[src/rtl/bus_arbiter.sv]
// rtl/bus_arbiter.sv - fetch/memory-stage arbiter driving a single-beat Wishbone-style bus
// Optional feature: define BUS_TIMEOUT_EN to abort transactions after TIMEOUT_CYCLES bus cycles without bus_ack.
module bus_arbiter #(
  parameter int TIMEOUT_CYCLES = 255
) (
  input  logic        clk,
  input  logic        rst,
  input  logic        flush,
  input  logic        if_req,
  input  logic [31:0] if_addr,
  output logic [31:0] if_rdata,
  output logic        if_ack,
  input  logic        mem_req,
  input  logic        mem_we,
  input  logic [3:0]  mem_sel,
  input  logic [31:0] mem_addr,
  input  logic [31:0] mem_wdata,
  output logic [31:0] mem_rdata,
  output logic        mem_ack,
  output logic        stall_req_if,
  output logic        stall_req_mem,
  output logic        bus_cyc,
  output logic        bus_stb,
  output logic        bus_we,
  output logic [3:0]  bus_sel,
  output logic [31:0] bus_addr,
  output logic [31:0] bus_wdata,
  input  logic [31:0] bus_rdata,
  input  logic        bus_ack,
  output logic        bus_err
);

  typedef enum logic [1:0] {
    IDLE    = 2'd0,
    BUS_IF  = 2'd1,
    BUS_MEM = 2'd2,
    DONE    = 2'd3
  } state_t;

  state_t      state_q, state_d;
  logic        cyc_q, cyc_d;
  logic        we_q, we_d;
  logic [3:0]  sel_q, sel_d;
  logic [31:0] addr_q, addr_d;
  logic [31:0] wdata_q, wdata_d;
  logic [31:0] if_rdata_q, if_rdata_d;
  logic [31:0] mem_rdata_q, mem_rdata_d;
  logic        if_ack_q, if_ack_d;
  logic        mem_ack_q, mem_ack_d;
  // Remembers a flush seen while the bus cycle was in flight so its result is discarded.
  logic        flushed_q, flushed_d;
  logic        in_bus;
  logic        kill;

`ifdef BUS_TIMEOUT_EN
  localparam int CNT_W = ($clog2(TIMEOUT_CYCLES + 1) > 8) ? $clog2(TIMEOUT_CYCLES + 1) : 8;
  localparam logic [CNT_W-1:0] CNT_LIMIT = CNT_W'(TIMEOUT_CYCLES);
  logic [CNT_W-1:0] cnt_q, cnt_d, cnt_inc;
  logic             err_q, err_d;
`endif

  assign in_bus = (state_q == BUS_IF) || (state_q == BUS_MEM);
  assign kill   = flushed_q | flush;

  // Next-state and next-output computation for the arbiter FSM.
  always_comb begin
    state_d     = state_q;
    cyc_d       = cyc_q;
    we_d        = we_q;
    sel_d       = sel_q;
    addr_d      = addr_q;
    wdata_d     = wdata_q;
    if_rdata_d  = if_rdata_q;
    mem_rdata_d = mem_rdata_q;
    if_ack_d    = 1'b0;
    mem_ack_d   = 1'b0;
    flushed_d   = flushed_q;
`ifdef BUS_TIMEOUT_EN
    cnt_inc     = cnt_q + 1'b1;
    cnt_d       = cnt_q;
    err_d       = 1'b0;
`endif
    case (state_q)
      IDLE: begin
        flushed_d = 1'b0;
`ifdef BUS_TIMEOUT_EN
        cnt_d     = '0;
`endif
        if (!flush) begin
          if (mem_req) begin
            state_d = BUS_MEM;
            cyc_d   = 1'b1;
            we_d    = mem_we;
            sel_d   = mem_sel;
            addr_d  = mem_addr;
            wdata_d = mem_wdata;
          end else if (if_req) begin
            state_d = BUS_IF;
            cyc_d   = 1'b1;
            we_d    = 1'b0;
            sel_d   = 4'b1111;
            addr_d  = if_addr;
          end
        end
      end
      BUS_IF, BUS_MEM: begin
        if (flush) flushed_d = 1'b1;
        if (bus_ack) begin
          cyc_d   = 1'b0;
          state_d = DONE;
          if (!kill) begin
            if (state_q == BUS_MEM) begin
              mem_rdata_d = bus_rdata;
              mem_ack_d   = 1'b1;
            end else begin
              if_rdata_d  = bus_rdata;
              if_ack_d    = 1'b1;
            end
          end
        end
`ifdef BUS_TIMEOUT_EN
        else if (cnt_inc == CNT_LIMIT) begin
          cyc_d   = 1'b0;
          state_d = DONE;
          err_d   = 1'b1;
          cnt_d   = cnt_inc;
          if (!kill) begin
            if (state_q == BUS_MEM) begin
              mem_rdata_d = 32'h0;
              mem_ack_d   = 1'b1;
            end else begin
              if_rdata_d  = 32'h0;
              if_ack_d    = 1'b1;
            end
          end
        end else begin
          cnt_d = cnt_inc;
        end
`endif
      end
      DONE: begin
        state_d   = IDLE;
        flushed_d = 1'b0;
      end
      default: begin
        state_d = IDLE;
        cyc_d   = 1'b0;
      end
    endcase
  end

  // State and registered-output flops; reset drops the bus cycle immediately.
  always_ff @(posedge clk or posedge rst) begin
    if (rst) begin
      state_q     <= IDLE;
      cyc_q       <= 1'b0;
      we_q        <= 1'b0;
      sel_q       <= 4'b0000;
      addr_q      <= 32'h0;
      wdata_q     <= 32'h0;
      if_rdata_q  <= 32'h0;
      mem_rdata_q <= 32'h0;
      if_ack_q    <= 1'b0;
      mem_ack_q   <= 1'b0;
      flushed_q   <= 1'b0;
    end else begin
      state_q     <= state_d;
      cyc_q       <= cyc_d;
      we_q        <= we_d;
      sel_q       <= sel_d;
      addr_q      <= addr_d;
      wdata_q     <= wdata_d;
      if_rdata_q  <= if_rdata_d;
      mem_rdata_q <= mem_rdata_d;
      if_ack_q    <= if_ack_d;
      mem_ack_q   <= mem_ack_d;
      flushed_q   <= flushed_d;
    end
  end

`ifdef BUS_TIMEOUT_EN
  // Timeout counter and one-cycle error pulse.
  always_ff @(posedge clk or posedge rst) begin
    if (rst) begin
      cnt_q <= '0;
      err_q <= 1'b0;
    end else begin
      cnt_q <= cnt_d;
      err_q <= err_d;
    end
  end
  assign bus_err = err_q;
`else
  assign bus_err = 1'b0;
`endif

  // A flush arriving in DONE still cancels the already-registered ack.
  assign if_ack    = if_ack_q & ~flush;
  assign mem_ack   = mem_ack_q & ~flush;
  assign if_rdata  = if_rdata_q;
  assign mem_rdata = mem_rdata_q;

  assign stall_req_if  = if_req & ~if_ack;
  assign stall_req_mem = mem_req & ~mem_ack;

  assign bus_cyc   = cyc_q;
  assign bus_stb   = cyc_q;
  assign bus_we    = we_q;
  assign bus_sel   = sel_q;
  assign bus_addr  = addr_q;
  assign bus_wdata = wdata_q;

  logic unused_in_bus;
  assign unused_in_bus = in_bus;

endmodule
[config.mk]
export PLATFORM = sky130hd
export DESIGN_NAME = bus_arbiter
export DESIGN_NICKNAME = d
export VERILOG_FILES = /design/src/rtl/bus_arbiter.sv
export SDC_FILE = /design/constraint.sdc
export NUM_CORES = 1
export LEC_CHECK = 0
export CAP_MARGIN = 30
export CORE_ASPECT_RATIO = 1.75
export CORE_MARGIN = 3
export CORE_UTILIZATION = 37
export DETAILED_ROUTE_END_ITERATION = 8
export GPL_TIMING_DRIVEN = 0
export PLACE_DENSITY = 0.85
export RECOVER_POWER = 25
export SLEW_MARGIN = 40
export SYNTH_ARGS = -nofsm -noshare
export SYNTH_HDL_FRONTEND = slang
export SYNTH_SLANG_ARGS = --single-unit
[constraint.sdc]
create_clock -name clk -period 4.7 [get_ports clk]
set_input_delay 0.705 -clock clk [delete_from_list [all_inputs] [get_ports clk]]
set_output_delay 0.705 -clock clk [all_outputs]
set_load 0.005 [all_outputs]
==> results of run 1 <==
worst paths after layout:
path / slack (ps) / cells past startpoint / end / from
max: 1810 / 4 / stall_req_if / flush
min: 490 / 1 / bus_sel[1] / bus_sel[1]
max reg2reg: 2810 / 8 / bus_addr[12] / state_q[0]
min reg2reg: 490 / 1 / bus_sel[1] / bus_sel[1]
max in group asynchronous: 3120 / 3 / bus_wdata[7] / rst
min in group asynchronous: 890 / 2 / if_rdata[5] / rst
final cells by class:
type / count / area, µm² / share of cell area [%]
inverter: 6 / 30.0 / 0.314
multi-input combinational: 196 / 2200 / 23.0
buffer: 22 / 219 / 2.29
clock buffer: 19 / 443 / 4.63
tap: 186 / 233 / 2.43
sequential: 139 / 3480 / 36.4
timing repair buffer: 277 / 2790 / 29.2
clock inverter: 12 / 164 / 1.71
power by group through the flow:
stage | Sequential (µW) | Combinational [µW] | Clock [µW]
3_5_place_dp | 2140 | 2590 | 0
3_3_place_gp | 2090 | 2520 | 0
4_1_cts | 2120 | 2610 | 1410
6_report | 2120 | 2570 | 1360
5_1_grt | 2190 | 2740 | 1460
2_1_floorplan | 2150 | 983 | 0
worst max-delay path, cell delays in order:
cell and delay [ps]:
dlygate4sd3_1 620, and2b_1 230, nor2b_1 110, clkdlybuf4s50_1 520
kinds of logic after synthesis:
| logic type | share of synthesized area, % |
|---|---|
| buffers and inverters | 4.08 |
| other | 0.0633 |
| AND/OR/NAND/NOR | 2.30 |
| multiplexers | 32.8 |
| AO/OA/AOI/OAI | 1.35 |
| adder cells (fa/ha/maj) | 0.634 |
| flip-flops | 58.7 |
sequential cells by signal, summed over array words and instances, names as in the netlist:
signal	cells
flushed_q	1
if_ack_q	1
if_rdata	32
mem_ack_q	1
mem_rdata	32
state_q	2
bus_addr	32
bus_we	1
bus_cyc	1
bus_sel	4
bus_wdata	32
stage by stage:
step                setup WS [ps]  hold WS (ps)
floorplan                     270           481
global placement            -1370           474
detailed placement           1870           480
CTS                          1860           494
global route                 1740           515
finish                       1810           489
synthesized netlist by cell type:
library cell,number
dfrtp_1,139
mux2_2,130
mux2_4,32
buf_6,9
inv_1,6
buf_2,5
nor2b_1,4
o21a_1,4
and2b_1,3
ha_1,3
nand3b_1,3
and2_1,2
buf_12,2
buf_4,2
buf_8,2
clkbuf_1,2
nand2_1,2
o21ai_0,2
a21oi_1,1
a221oi_1,1
a32o_1,1
and3_1,1
conb_1,1
nand2_2,1
nand2b_1,1
nand4b_4,1
nor2_1,1
o21bai_1,1
o22a_1,1
routing by layer:
metal | wire (µm) | global-route usage (%)
met2 | 9320 | 35.8
met1 | 5280 | 17.4
met4 | 578 | 8.26
met3 | 1300 | 6.00
met5 | 13 | 0
==> flow_metrics.tcl, run 1 <==
set metrics [dict create \
    track_usage_pct 18.8 \
    syn-num-nets 505 \
    sequentialPowerShare_pct 35.0 \
    hold_buffers 0 \
    cts.clk_slew.worst_paths_ps 60 \
    finClkSkew_ps 9.46 \
    rsz0062_at_grt "false" \
    max_slew_margin_pct 60.6 \
    grt_max_degree 82 \
    placed_cell_area_um2 8950 \
    syn_area_um2 5920 \
    grt_pass1_wl_mm 25.6 \
    setup_tns_ps 0 \
    cp_max_fo 5 \
    drt_iter0_drc 64 \
    diodes 0 \
    tightest_slew_ps 591 \
    grt_pass1_vias 4817 \
    io_buffers 276 \
    cp.arrival_ps 2180 \
    required_ps 3990 \
    drt-total-wl_mm 16.5 \
    synth-seq-area-share_pct 58.7 \
    status "finished clean" \
    ys_seq_elements 139 \
    slew_viol_final 0 \
    cp-start-kind "input port" \
    syn2layout_area_growth_pct 61.4 \
    syn_inst 363 \
    drv_cap 0 \
    ctsResizeCount 0 \
    clock-sinks 139 \
    peakVddDrop_v 0.000312 \
    layout.nets 801 \
    dr.pass1.iters 4 \
    power_frac_clock_pct 22.6 \
    synth.avg_cell_area_um2 16.3 \
    final_common_cell "clkdlybuf4s50_1" \
    tritoncts "built" \
    intPower_uw 4440 \
    cts_buffers 17 \
    fin_cells 857 \
    power_leakage_uw 0.00406 \
    fillers 1199 \
    yosys-top-cells-area "dfrtp_1, mux2_2, mux2_4" \
    htree_levels 4 \
    pwr_density_cell_nw_per_um2 633 \
    root_buffer "clkbuf_16" \
    hold_violations 0 \
    overflow 0 \
    place.gp.congestion 0.817 \
    fin_area_um2 9560 \
    hold_path_class "register to register" \
    placed_cells 826 \
    rows 60 \
    finalSetupViolCount 0 \
    switching_power_uw 1600 \
    power_frac_comb_pct 42.5 \
    cts_buffer_depth 2 \
    ys_types 29 \
    yosysWarningCount 0 \
    wl_per_cell_um 19.2 \
    antenna_found_initial 1 \
    period_share_pct 61.4 \
    critPathKind "input port to output port" \
    switching_share_pct 26.5 \
    clk_latency_ps 400 \
    ant_nets 0 \
    post-route-drc-count 0 \
    p_total_uw 6050 \
    die-area_um2 17600 \
    max_freq_mhz 346 \
    initial_utilization_pct 38.1 \
    cts_setup_buffers 0 \
    core_um2 15500 \
    synth_top_area_cell "dfrtp_1" \
    vias 4152 \
    mostFrequentLayoutCells "clkdlybuf4s50_1, dfrtp_1, mux2_2" \
    final_util_pct 61.5 \
    routed_via_density 4.84 \
    ioPinCount 279 \
    end_kind "output port" \
    min_period_ps 2890 \
    drive_gt1_share_pct 32.2 \
    die_h_um 173 \
    die_w_um 102 \
    dp_hpwl_mm 13.1 \
    synth_top_area_share_pct 58.7 \
]
Power figures use the tool's default switching activity.
==> run 2: changes to the inputs <==
- clock period: 4.7 -> 2.6 ns (I/O delays scaled with it)
==> flow_metrics.tcl, run 2 (same netlist as run 1, synthesis figures left out) <==
set metrics [dict create \
    multi_input_area_um2 2200 \
    die_w_um 102 \
    p_total_uw 10800 \
    hold_buffers 0 \
    tightest_slew_ps 1110 \
    mostFrequentLayoutCells "clkdlybuf4s50_1, dfrtp_1, mux2_2" \
    setup_tns_ps 0 \
    dp_hpwl_mm 13.4 \
    die-area_um2 17600 \
    cts_buffer_depth 2 \
    cts.clk_slew.worst_paths_ps 60 \
    ctsResizeCount 0 \
    slew_viol_final 0 \
    hold_path_class "input port to async pin" \
    cts_buffers 17 \
    antenna_found_initial 1 \
    power_leakage_uw 0.00410 \
    peakVddDrop_v 0.000588 \
    cp_max_fo 5 \
    overflow 0 \
    rows 60 \
    clk_latency_ps 400 \
    max_freq_mhz 435 \
    dr.pass1.iters 4 \
    post-route-drc-count 0 \
    min_period_ps 2300 \
    diodes 0 \
    pwr_density_cell_nw_per_um2 1130 \
    finalSetupViolCount 0 \
    htree_levels 4 \
    hold_violations 0 \
    ioPinCount 279 \
    core_um2 15500 \
    routed_via_density 4.83 \
    wl_per_cell_um 19.2 \
    place.gp.congestion 0.790 \
    period_share_pct 88.4 \
    register_area_um2 3480 \
    cts_setup_buffers 0 \
    max_slew_margin_pct 26.3 \
    grt_pass1_wl_mm 25.5 \
    rsz0062_at_grt "false" \
    grt_max_degree 28 \
    required_ps 2210 \
    fillers 1193 \
    root_buffer "clkbuf_16" \
    vias 4167 \
    grt_pass1_vias 4752 \
    final_common_cell "clkdlybuf4s50_1" \
    finClkSkew_ps 11.9 \
    clock-sinks 139 \
    track_usage_pct 18.9 \
    io_buffers 276 \
    status "finished clean" \
    die_h_um 173 \
    initial_utilization_pct 38.1 \
    drt_iter0_drc 50 \
    critPathKind "input port to output port" \
    tritoncts "built" \
    cp.arrival_ps 1910 \
    syn2layout_area_growth_pct 62.6 \
    layout.nets 806 \
    ant_nets 0 \
    drt-total-wl_mm 16.6 \
    end_kind "output port" \
    drive_gt1_share_pct 32.5 \
    cp-start-kind "input port" \
    drv_cap 0 \
]
==> run 2: cell types whose count changed in the layout (fill, tap and decap cells not counted), moves of 2 or more <==
cell and delta:
buf_16 +2, clkinv_2 +2, buf_12 +2, clkinv_4 +2
==> run 2: cell type report <==
type                            instances  share of cell area (%)
Buffer                                 22                    2.27
Clock buffer                           18                    4.46
Clock inverter                         13                    1.51
Inverter                                6                   0.247
Multi-Input combinational cell        196                    22.9
Sequential cell                       139                    36.1
Tap cell                              186                    2.42
Timing Repair Buffer                  282                    30.1
==> run 2: per-layer routing <==
layer	global-route usage [%]	vias up	routed length (µm)
met5	0	-	7
met4	7.76	2	539
met3	6.00	35	1260
met2	36.5	182	9480
met1	17.5	2062	5290
li1	-	1886	-
==> run 2: stage by stage <==
stage | util [%] | std cells | area, µm² | hold WS [ps] | setup slack [ps]
after floorplan | - | 363 | 5930 | 481 | 475
after global placement | 57.4 | 825 | 8920 | 474 | -609
after detailed placement | 58.4 | 831 | 9070 | 479 | 295
after CTS | 62.1 | 862 | 9650 | 273 | 291
after global routing | 62.0 | 862 | 9630 | 471 | 164
final | 62.0 | 862 | 9630 | 473 | 302
==> run 2: critical path: stages <==
cell and delay, ps:
clkdlybuf4s50_1 540, and2b_1 220, nor2b_1 220, clkdlybuf4s50_1 540
==> run 2: report_power, final <==
| part | leakage [µW] | total (µW) | internal (µW) | switching [µW] |
|---|---|---|---|---|
| sequential | 0.00166 | 3840 | 3250 | 586 |
| clock | 0.000273 | 2340 | 1420 | 929 |
| combinational | 0.00216 | 4670 | 3250 | 1410 |
==> run 2: path summary, 6_finish.rpt <==
check,startpoint,to,slack [ps],cells past startpoint
setup reg to reg,state_q[0],bus_addr[8],660,8
setup / recovery,flush,stall_req_mem,300,4
max in group asynchronous,rst,mem_rdata[29],460,4
hold / removal,rst,if_rdata[7],470,2
min in group clk,mem_req,bus_wdata[30],480,3
hold reg to reg,bus_sel[0],bus_sel[0],490,1
